`src/rtl/noc_pkg.sv`:
```
// Shared NoC definitions: flit width, flit type encoding, gate codes and
// the input-buffer framing states. Used by the input buffer and route stage.
package noc_pkg;

  localparam int FLIT_W  = 32;
  localparam int TYPE_HI = 31;
  localparam int TYPE_LO = 30;

  // Flit type field encoding, carried in bits [TYPE_HI:TYPE_LO]
  typedef enum logic [1:0] {
    FT_BODY   = 2'b00,
    FT_TAIL   = 2'b01,
    FT_HEADER = 2'b10,
    FT_HSHAKE = 2'b11
  } flit_type_t;

  // Output gate codes, shared with the route-computation stage
  typedef enum logic [2:0] {
    GATE_NORTH = 3'b000,
    GATE_EAST  = 3'b001,
    GATE_SOUTH = 3'b010,
    GATE_WEST  = 3'b011,
    GATE_PE    = 3'b100
  } gate_t;

  // Packet framing tracker states
  typedef enum logic {
    FR_IDLE   = 1'b0,
    FR_IN_PKT = 1'b1
  } frame_state_t;

  function automatic flit_type_t flit_type(input logic [FLIT_W-1:0] flit);
    return flit_type_t'(flit[TYPE_HI:TYPE_LO]);
  endfunction

  // Saturating increment for 8-bit event counters
  function automatic logic [7:0] sat_inc8(input logic [7:0] value);
    return (value == 8'hFF) ? value : value + 8'd1;
  endfunction

endpackage

```
`src/rtl/noc_fifo_mem.sv`:
```
// DEPTH x FLIT_W register array with one write port and a registered read
// port. The read register doubles as the buffer's output flit register; the
// load path lets the top steer the write data straight into it (bypass).
module noc_fifo_mem
  import noc_pkg::*;
#(
  parameter int DEPTH = 4,
  parameter int PTR_W = $clog2(DEPTH)
) (
  input  logic              clk,
  input  logic              rst,
  input  logic              wr_en,
  input  logic [PTR_W-1:0]  wr_addr,
  input  logic [FLIT_W-1:0] wr_data,
  input  logic              rd_en,
  input  logic [PTR_W-1:0]  rd_addr,
  input  logic              load_en,
  output logic [FLIT_W-1:0] rd_data
);

  logic [FLIT_W-1:0] mem [DEPTH];

  genvar gi;
  generate
    for (gi = 0; gi < DEPTH; gi++) begin : g_entry
      // Storage entry gi: captures write data when addressed
      always_ff @(posedge clk) begin
        if (wr_en && (wr_addr == PTR_W'(gi))) begin
          mem[gi] <= wr_data;
        end
      end
    end
  endgenerate

  // Read register: load (bypass) and read never coincide; otherwise hold
  always_ff @(posedge clk or posedge rst) begin
    if (rst) begin
      rd_data <= '0;
    end else if (load_en) begin
      rd_data <= wr_data;
    end else if (rd_en) begin
      rd_data <= mem[rd_addr];
    end
  end

endmodule

```
`src/rtl/noc_input_buffer.sv`:
```
// Router input-port FIFO ahead of route computation. Valid/ready on the
// input, registered enable + flit on the output, frozen while stall is high.
// Tracks header/body/tail framing and counts framing errors (saturating).
// Build option NOC_IBUF_BYPASS_EN: an empty, unstalled buffer forwards a
// pushed flit to the output on the push edge without touching memory.
module noc_input_buffer
  import noc_pkg::*;
#(
  parameter  int DEPTH = 4,
  localparam int PTR_W = $clog2(DEPTH)
) (
  input  logic              clk,
  input  logic              rst,
  input  logic              in_valid,
  input  logic [FLIT_W-1:0] in_flit,
  output logic              in_ready,
  input  logic              stall,
  output logic              out_enable,
  output logic [FLIT_W-1:0] out_flit,
  output logic [PTR_W:0]    count,
  output logic [7:0]        frame_err_cnt
);

  localparam logic [PTR_W:0] FULL_CNT = (PTR_W + 1)'(DEPTH);

  logic [PTR_W-1:0] wr_ptr_reg;
  logic [PTR_W-1:0] rd_ptr_reg;
  logic [PTR_W:0]   count_reg;
  logic             out_enable_reg;
  frame_state_t     state_reg;
  logic [7:0]       err_cnt_reg;

  logic push;
  logic pop;
  logic bypass;
  logic store;

  // Ready comes only from registered occupancy, never from a same-cycle pop
  assign in_ready = (count_reg != FULL_CNT);
  assign push     = in_valid & in_ready;
  assign pop      = (count_reg != '0) & ~stall;

`ifdef NOC_IBUF_BYPASS_EN
  assign bypass = push & (count_reg == '0) & ~stall;
`else
  assign bypass = 1'b0;
`endif

  assign store = push & ~bypass;

  noc_fifo_mem #(
    .DEPTH (DEPTH),
    .PTR_W (PTR_W)
  ) u_mem (
    .clk     (clk),
    .rst     (rst),
    .wr_en   (store),
    .wr_addr (wr_ptr_reg),
    .wr_data (in_flit),
    .rd_en   (pop),
    .rd_addr (rd_ptr_reg),
    .load_en (bypass),
    .rd_data (out_flit)
  );

  // Pointers wrap naturally (DEPTH is a power of two); occupancy follows store/pop
  always_ff @(posedge clk or posedge rst) begin
    if (rst) begin
      wr_ptr_reg <= '0;
      rd_ptr_reg <= '0;
      count_reg  <= '0;
    end else begin
      if (store) wr_ptr_reg <= wr_ptr_reg + PTR_W'(1);
      if (pop)   rd_ptr_reg <= rd_ptr_reg + PTR_W'(1);
      case ({store, pop})
        2'b10:   count_reg <= count_reg + (PTR_W + 1)'(1);
        2'b01:   count_reg <= count_reg - (PTR_W + 1)'(1);
        default: count_reg <= count_reg;
      endcase
    end
  end

  // Output strobe: one pulse per flit delivered to the route stage
  always_ff @(posedge clk or posedge rst) begin
    if (rst) begin
      out_enable_reg <= 1'b0;
    end else begin
      out_enable_reg <= pop | bypass;
    end
  end

  // Framing tracker, advanced on every accepted flit; errors never drop data
  always_ff @(posedge clk or posedge rst) begin
    if (rst) begin
      state_reg   <= FR_IDLE;
      err_cnt_reg <= 8'd0;
    end else if (push) begin
      case (state_reg)
        FR_IDLE: begin
          case (flit_type(in_flit))
            FT_HEADER: state_reg <= FR_IN_PKT;
            FT_HSHAKE: state_reg <= FR_IDLE;
            default:   err_cnt_reg <= sat_inc8(err_cnt_reg);
          endcase
        end
        FR_IN_PKT: begin
          case (flit_type(in_flit))
            FT_BODY:   state_reg <= FR_IN_PKT;
            FT_TAIL:   state_reg <= FR_IDLE;
            FT_HEADER: begin
              state_reg   <= FR_IN_PKT;
              err_cnt_reg <= sat_inc8(err_cnt_reg);
            end
            default: begin
              state_reg   <= FR_IDLE;
              err_cnt_reg <= sat_inc8(err_cnt_reg);
            end
          endcase
        end
        default: state_reg <= FR_IDLE;
      endcase
    end
  end

  assign out_enable    = out_enable_reg;
  assign count         = count_reg;
  assign frame_err_cnt = err_cnt_reg;

endmodule

```
`config.mk`:
```
export PLATFORM = sky130hd
export DESIGN_NAME = noc_input_buffer
export DESIGN_NICKNAME = d
export VERILOG_FILES = /design/src/rtl/noc_pkg.sv /design/src/rtl/noc_fifo_mem.sv /design/src/rtl/noc_input_buffer.sv
export SDC_FILE = /design/constraint.sdc
export NUM_CORES = 1
export LEC_CHECK = 0
export BUFFER_PORTS_ARGS = -buffer_cell sky130_fd_sc_hd__buf_2
export CAP_MARGIN = 40
export CORE_MARGIN = 5
export CORE_UTILIZATION = 52
export CTS_BUF_LIST = sky130_fd_sc_hd__clkbuf_16
export DETAILED_ROUTE_END_ITERATION = 10
export PLACE_DENSITY_LB_ADDON = 0.12
export SYNTH_ARGS = -nofsm -noshare
export SYNTH_HDL_FRONTEND = slang
export SYNTH_HIERARCHICAL = 1
export SYNTH_SLANG_ARGS = --single-unit
```
`constraint.sdc`:
```
create_clock -name clk -period 3.9 [get_ports clk]
set_input_delay 0.39 -clock clk [delete_from_list [all_inputs] [get_ports clk]]
set_output_delay 0.39 -clock clk [all_outputs]
set_load 0.005 [all_outputs]
```
* Word level (Yosys, flattened, before mapping)
Memories as Yosys holds them, arrays and structs flattened. A register that Yosys moved wholly into a read port is not among the register bits. Index checks and enable logic that the tools add are counted.
Word-level totals: register bits after elaboration 17, memory bits (writable) 128, input bits 36, output and inout bits 45, word-level logic and storage cells 68, memories 1
Cells by class: $add $sub $neg 5, equal/unequal tests 12, muxes and demuxes 25, bitwise operators 4, reduce and logical (&&, ||, !) cells 15
Memory list:
- u_mem.mem | words 4, bits a word 32, rd ports 1, clocked after memory_dff 1, write ports 1, line noc_fifo_mem.sv:21 | logic [FLIT_W-1:0] mem [DEPTH];
Operators with widths (number):
- $mux W32 | 3
- $reduce_or A32 Y1 | 3
- $mux W8 | 3
- $pmux W8 S2 | 1
- $mux W1 | 13
- $eq A2 B2 Y1 const B | 5
- $add A8 B1 Y8 const B | 1
- $eq A8 B8 Y1 const B | 1
- $eq A2 B1 Y1 const B | 3
- $mux W2 | 3
- $pmux W3 S2 | 1
- $reduce_or A2 Y1 | 3
- $add A2 B1 Y2 const B | 2
- $logic_and A1 B1 Y1 | 4
- $logic_not A2 Y1 | 2
- $ne A2 B2 Y1 const B | 2
- $add A3 B1 Y3 const B | 1
- $ne A3 B3 Y1 const B | 1
- $reduce_and A3 Y1 | 1
- $reduce_bool A3 Y1 | 1
- $sub A3 B1 Y3 const B | 1
- $and A1 B1 Y1 | 2
- $not A1 Y1 | 2
- $pmux W1 S2 | 1
- $reduce_bool A2 Y1 | 1

* Depth between registers and ports, before layout
Gate-level depths: netlist of run 1.
depth after elaboration 9, depth in mapped cells 8, gate-level depth less buffers 7

* Cells and area by module
Netlist of run 1, hierarchy kept.
Modules (own cells, without submodules):
- noc_fifo_mem | times used 1, cells each 333, area an instance 6125.9 µm², seq. area each 4644.5 µm²
- noc_input_buffer | times used 1, cells each 70, area an instance 837.1 µm², seq. area each 425.4 µm²

* Worst setup path before layout of run 1
Ideal clock, no wire load.
path type reg-to-reg, from register count_reg[2], in the netlist count[2], to memory u_mem.mem[0][0], enable pin, setup time 0.468 ns, arrival time 3.335 ns, data required time 3.432 ns, setup slack 0.097 ns, stages on the path, launching flop included 5, buffers on the path 0, period minus slack after synthesis 3.803 ns, cell sequence dfrtp_1 > or3b_4 > nand2_1 > inv_1 > nor3b_1
Between the ends: word-level cells in the longest chain between the ends 9, elaborated cells on any way between the ends 23, classes of those cells 1 x eq/ne; 14 x mux; 1 x bitwise; 7 x reduce/logical
RTL lines:
- from (decl) | line noc_input_buffer.sv:28 | logic [PTR_W:0] count_reg;
- from (signal assigned) | line noc_input_buffer.sv:76 | 2'b10: count_reg <= count_reg + (PTR_W + 1)'(1);
- from (signal assigned) | line noc_input_buffer.sv:77 | 2'b01: count_reg <= count_reg - (PTR_W + 1)'(1);
- from (signal assigned) | line noc_input_buffer.sv:78 | default: count_reg <= count_reg;
- $ne A3 B3 Y1 * | line noc_input_buffer.sv:39 | assign in_ready = (count_reg != FULL_CNT);
- via in_ready | line noc_input_buffer.sv:16 | output logic in_ready,
- $and A1 B1 Y1 * | line noc_input_buffer.sv:40 | assign push = in_valid & in_ready;
- via push | line noc_input_buffer.sv:33 | logic push;
- $logic_and A1 B1 Y1 | line noc_fifo_mem.sv:28 | if (wr_en && (wr_addr == PTR_W'(gi))) begin
- $mux W1 | line noc_fifo_mem.sv:28
- $mux W1 (not written as such) | line noc_fifo_mem.sv:29 | mem[gi] <= wr_data;
- $reduce_or A32 Y1 (no line)
- $mux W2 (no line) or $mux W1 (tied branches) (3 in series)
- to (decl) | line noc_fifo_mem.sv:21
Mark *: on every way through the listed nets, which the timed path passes. The rest lies on a longest branch.

* Worst setup path in the final report of run 1
from register count_reg[0], in the netlist count[0], to register u_mem.rd_data[6], read port of u_mem.mem
Between the ends: word-level cells in the longest chain between the ends 2
RTL lines:
- $reduce_bool A3 Y1 | line noc_input_buffer.sv:41 | assign pop = (count_reg != '0) & ~stall;
- $and A1 B1 Y1 | line noc_input_buffer.sv:41
- via pop | line noc_input_buffer.sv:34 | logic pop;
- to (decl) | line noc_fifo_mem.sv:18 | output logic [FLIT_W-1:0] rd_data
The timed path passes the listed nets, and every way through them passes these cells. A chain may end at the register's enable or synchronous reset.

==> impl_results.md, run 1 <==
* Most frequent CP cell: nand2_1
* Max FFs per register at 128
* First-pass GRT wire length at 21100 um
* FP Rows at 42
* Post-layout min period at 2180 ps
* Gr usage total at 17.5%
* Grt met3 use at 4.23%
* Syn. warnings at 6
* Post-CTS setup repair buffer count at 0
* Vias per inst at 5.37
* Area growth, synth to finish at 16.4%
* Final HPWL DP at 8150 um
* Largest net degree at the start of global routing at 52
* TritonCTS buffer count at 17
* Via count at 3657
* Rel. slew slack at 41.6%
* Setup_tns at 0 ps
* Iteration-0 DRC Markers at 258
* Critical R2R Launch: count[0]
* DRT Pass-1 Iters at 4
* Period utilisation layout at 56.0%
* Crit path launch: count[0]
* End of the critical path: u_mem/rd_data[6]
* Design area at 0.00810 mm2
* Power Density at 698 mW/mm2
* RSZ-0062 raised after global routing: false
* Max Slew Vio Count at 0
* GP Congestion at 0.754
* CP arrival at 2530 ps
* Flop and latch count out of synthesis at 177
* CTS tree: done
* Leakage dissipation at 0.00307 uW
* Initial antenna violation count at 1
* Top cell type's share of synthesized area at 55.2%
* Busiest grt layer: met2
* Final hold violation count at 0
* Critical path depth in cells at 6
* Io pins at 81
* Share of the yosys chip area belonging to registers at 72.8%
* WL per Instance at 19.0 um
* Crit-path max cell delay at 670 ps
* Global Route met1 Usage at 22.5%
* Req. time, crit path at 4250 ps
* Slew @ Worst Pin at 876 ps
* Fmax at 0.458 GHz
* Final wirelength at 13000 um
* Critical path peak fanout at 18
* Height of the die at 126 um
* Antenna-violating nets left at 0
* Flop2flop setup slack at 1720 ps
* DP Worst Slack at 1700 ps
* Synth Area per Inst at 17.3 um2
* Num Clock Sinks at 177
* Die Area at 0.0158 mm2
* Total Nets Final at 531
* PnR Total Power at 5650 uW
* Outcome: completed
* Slowest CP cell: nor2b_2
* Core area at 0.0132 mm2
* Die Wd at 126 um
* Cell accounting for the most synthesized area: edfxtp_1
* CP delay by family, top: simple AND/OR/NAND/NOR gates
* Mapped Cells at 403
* CTS Hold Buffers Added at 0
* Post-route DRC at 0
* Grt met2 use at 29.3%
* CP endpoint kind: flip-flop
* Setup CP Type: flip-flop to flip-flop
* Post-Syn Area at 0.00696 mm2
* R2r endpoint: u_mem/rd_data[6]
* Count of cell types in the netlist at 38
* Crit path launch type: flip-flop
* Clock slew at reported path FFs at 60 ps
* CTS root buffer: clkbuf_16
* Starting Density at 52.8%
* # H-tree levels at 4
* CP cell instances: nor3_1 -> nor2_2 -> nor2b_2 -> buf_4 -> nand2_1 -> nand2_1
* Syn nets at 442
* N_diodes at 0
* Final worst setup slack at 1720 ps
* Later-pin clock latency in the skew report at 420 ps
* Hold_ws at 80.7 ps
* GR Overflow Total at 0
* FF-to-FF path depth at 6
* Setup-failing EPs final at 0
* Synth area leaders: edfxtp_1 55%, dfrtp_1 18%, mux4_2 9.7%
* Clock Tree Buf Depth at 2
* Vias in the first global route at 3928
* Port bufs at 80
* Min-delay worst type: input port to asynchronous set/reset pin
* Most flop-heavy register: u_mem/mem
* Share of layout cells above drive strength 1 at 33.3%
* Maximum vdd drop at 0.378 mV
* Placed inst area at 0.00757 mm2
* Crit path buf inv count at 1
* Clock Skew at 7.15 ps
* Post-CTS sizing at 0
* Max_cap viols at 0
-- worst reg2reg max path, delay by kind of cell, from the launching register on --
family / cells / cell delay, ps
flip-flops: 1 / 450
buffers and inverters: 1 / 390
AND/OR/NAND/NOR: 5 / 1280
-- how the worst min path moves through the flow --
stage | startpoint | end | depth (start not counted)
floorplan | rst | count[0] | 1
global placement | u_mem/rd_data[22] | u_mem/rd_data[22] | 2
CTS | rst | out_enable | 2
global route | rst | u_mem/rd_data[7] | 3
detailed placement | u_mem/rd_data[28] | u_mem/rd_data[28] | 2
finish | rst | out_enable | 2
-- final cells by class --
type	instances	area (um2)
fillers	1027	5090
flip-flops and latches	177	5070
multi-input cells	201	1750
repair buffers	90	513
clock buffers	17	425
well taps	176	220
clock inverters	15	104
inverters	5	18.8
-- power by group --
group | switching, uW | total, uW | internal [uW] | leakage (uW)
registers | 288 | 2780 | 2490 | 0.00176
logic | 658 | 1370 | 708 | 0.00104
clock network | 652 | 1510 | 859 | 0.000268
total | 1600 | 5650 | 4060 | 0.00307
-- cell families (layout without fill, tap and decap cells) --
family | count (synthesis) | in the layout | synth area share [%]
DFF | 177 | 177 | 72.8
and+or+nand+nor | 112 | 112 | 8.09
AOI/OAI and AO/OA | 37 | 37 | 3.25
muxes | 36 | 36 | 11.2
buffers and inverters | 25 | 127 | 2.34
xor gates and xnor gates | 12 | 12 | 1.62
adders and majority gates | 3 | 3 | 0.647
other | 1 | 1 | 0.0539
-- cell usage after synthesis (all sizes together) --
cell / n
fa: 1
a21oi: 20
ha: 2
and3b: 1
nand3: 4
xor2: 6
nand4: 1
nor2b: 1
mux2i: 1
a31oi: 1
mux4: 32
inv: 5
a22oi: 15
nor4: 1
and3: 1
buf: 16
nand2: 71
nor4b: 1
a211oi: 1
nor3b: 18
or3b: 1
conb: 1
mux2: 3
clkbuf: 4
nor2: 8
nor3: 4
xnor2: 6
dfrtp: 49
edfxtp: 128
-- cell usage in the layout, fill, tap and decap left out, types with 2 or more instances in the layout --
| cell type | n |
|---|---|
| dfrtp_1 | 47 |
| ha_1 | 2 |
| clkinv_1 | 2 |
| buf_2 | 80 |
| mux4_1 | 2 |
| a21oi_1 | 20 |
| clkbuf_16 | 17 |
| buf_12 | 3 |
| clkinvlp_4 | 3 |
| xor2_1 | 6 |
| nor3_1 | 2 |
| nor3_2 | 2 |
| buf_4 | 7 |
| xnor2_1 | 5 |
| nand2_1 | 71 |
| edfxtp_1 | 128 |
| mux4_2 | 30 |
| nand3_1 | 3 |
| a22oi_1 | 15 |
| nor2_2 | 2 |
| nor2_1 | 5 |
| clkinv_2 | 8 |
| mux2_4 | 2 |
| nor3b_1 | 17 |
| dfrtp_2 | 2 |
| inv_1 | 6 |
-- through the flow --
stage / util, % / instances
floorplan: - / 403
global placement: 57.0 / 646
detailed placement: 57.4 / 649
CTS: 61.4 / 681
global route: 61.4 / 681
finish: 61.4 / 681
-- per-layer routing --
layer	wire, um	vias up	share of wire [%]
li1	-	1708	-
met1	5520	1861	43
met3	575	14	4.4
met5	13	-	0.10
met2	6660	72	51
met4	183	2	1.4
(Power assumes the default switching activity.)
==> inputs of run 2 (changes only) <==
- clock period: 3.9 -> 1.8 ns (I/O delays scaled with it)
==> run 2 against run 1 <==
The run now ends with setup timing left. Utilization increased by 5.2 points. Clock-buffer cell count unchanged. Sequential power is 110% higher. Sequential cell count did not move. Maximum frequency increased by 18%. Global-route usage rose by 0.65 points. Critical path depth shrank 1. Hold slack got worse by 57 ps. Register-to-register slack got worse by 1800 ps. Largest power group unchanged. Highest routed layer is now met4.
==> impl_results.md, run 2 (synthesis results as in run 1) <==
* Vias in the first global route at 4095
* Starting Density at 52.8%
* Outcome: finished with violations
* Iteration-0 DRC Markers at 275
* Failing checks: setup timing
* GP Congestion at 0.761
* First-pass GRT wire length at 22000 um
* Num Clock Sinks at 177
* Later-pin clock latency in the skew report at 410 ps
* Rel. slew slack at 50.2%
* Max_cap viols at 0
* Clock Tree Buf Depth at 2
* WL per Instance at 18.8 um
* N_diodes at 0
* Port bufs at 80
* CTS root buffer: clkbuf_16
* Die Wd at 126 um
* Critical R2R Launch: count[0]
* Setup_tns at -80.0 ps
* Max Slew Vio Count at 0
* Post-layout min period at 1860 ps
* Post-route DRC at 0
* # H-tree levels at 4
* Req. time, crit path at 2100 ps
* Power Density at 1520 mW/mm2
* Most frequent cells in the layout: 128 x edfxtp_1, 80 x buf_2, 70 x nand2_1, 48 x dfrtp_1, 30 x mux4_2
* Hold path cells at 1
* Die Area at 0.0158 mm2
* FF-to-FF path depth at 5
* Largest net degree at the start of global routing at 52
* Reg area at 0.00507 mm2
* Most common cell after layout, fill and taps aside: edfxtp_1
* Vias per inst at 5.33
* Maximum vdd drop at 0.843 mV
* Leakage dissipation at 0.00337 uW
* Flop2flop setup slack at -60 ps
* GR Overflow Total at 0
* Final HPWL DP at 8410 um
* R2r endpoint: count[1]
* Slew @ Worst Pin at 743 ps
* Fmax at 0.539 GHz
* Share of layout cells above drive strength 1 at 34.7%
* Io pins at 81
* CTS tree: done
* Period utilisation layout at 103%
* PnR Total Power at 13300 uW
* Min-delay worst type: input port to flip-flop
* Hold Crit Endpoint: u_mem/mem[2][26]
* Busiest grt layer: met2
* Antenna-violating nets left at 0
* CP arrival at 2150 ps
* FP Rows at 42
* Height of the die at 126 um
* Final worst setup slack at -56.7 ps
* RSZ-0062 raised after global routing: true
* Final hold violation count at 0
* Setup CP Type: flip-flop to flip-flop
* Area growth, synth to finish at 26.2%
* Max FFs per register at 128
* Global Route met1 Usage at 24.2%
* Initial antenna violation count at 0
* Final wirelength at 13700 um
* Setup-failing EPs final at 3
* Gr usage total at 18.1%
* Multi-input gate area at 0.00180 mm2
* Via count at 3892
* DRT Pass-1 Iters at 4
* Grt met2 use at 29.6%
* Fin util at 66.6%
* HP Start: in_flit[26]
* Most flop-heavy register: u_mem/mem
* CP endpoint kind: flip-flop
* Critical path peak fanout at 3
* Total Nets Final at 580
* Filler cells at 950
* TritonCTS buffer count at 17
* Clock Skew at 7.08 ps
* Grt met3 use at 3.90%
* Core area at 0.0132 mm2
* Crit path launch type: flip-flop
* Clock slew at reported path FFs at 60 ps
## run 2: cell count changes in the layout (fill, tap and decap cells not counted), moves of 3 or more
| cell | before | now |
|---|---|---|
| bufinv_16 | 1 | 4 |
| clkinv_1 | 2 | 5 |
| clkinv_2 | 8 | 2 |
| dlygate4sd3_1 | 0 | 26 |
| buf_4 | 7 | 20 |
| buf_12 | 3 | 11 |
## run 2: what timing repair did
action                                 4_1_cts  5_1_grt
pin swaps                                    3        3
resized for setup                            4        6
gates cloned                                 0        1
endpoints found under the hold margin      127        0
setup endpoints to repair                    2      105
hold buffers                                26        0
setup buffers                                1        5
## run 2: worst max-delay path by stage
stage	start	to	slack, ps	cells after the start
final	count[0]	count[1]	-60	5
after global routing	count[0]	count[2]	-90	8
after CTS	count[0]	count[1]	-60	5
after detailed placement	count[0]	count[2]	-120	8
after global placement	count[2]	u_mem/mem[2][13]	-230	5
after floorplan	count[2]	u_mem/mem[0][0]	-320	4
## run 2: report_power, final
group,switching [uW],internal (uW)
registers,374,5390
logic,1850,1980
clock network,1430,2290
## run 2: critical path, cell delays in order, from the launching register on
cell	delay [ps]
dfrtp_1	390
or3b_4	430
nand2_4	100
ha_4	140
fa_1	400
mux2_4	280
## run 2: per-stage QoR
stage / std cells / hold slack [ps] / setup WS [ps] / area, um2
2_1_floorplan: 403 / 106 / -320 / 6990
3_3_place_gp: 663 / 246 / -230 / 7770
3_5_place_dp: 665 / 260 / -118 / 7820
4_1_cts: 724 / 3.20 / -60.3 / 8710
5_1_grt: 730 / 9.22 / -89.3 / 8790
6_report: 730 / 23.5 / -56.7 / 8790
## run 2: layout make-up
cell class	count	share of cell area [%]
multi-input combinational	201	20.5
timing repair buffer	139	12.2
tap	176	2.51
inverter	5	0.242
sequential	177	57.7
clock inverter	15	1.99
clock buffer	17	4.84
## run 2: routing by layer
| metal | vias up | share of wire [%] |
|---|---|---|
| met5 | - | 0 |
| met2 | 102 | 51 |
| met3 | 12 | 4.8 |
| li1 | 1800 | - |
| met4 | 0 | 1.5 |
| met1 | 1978 | 42 |
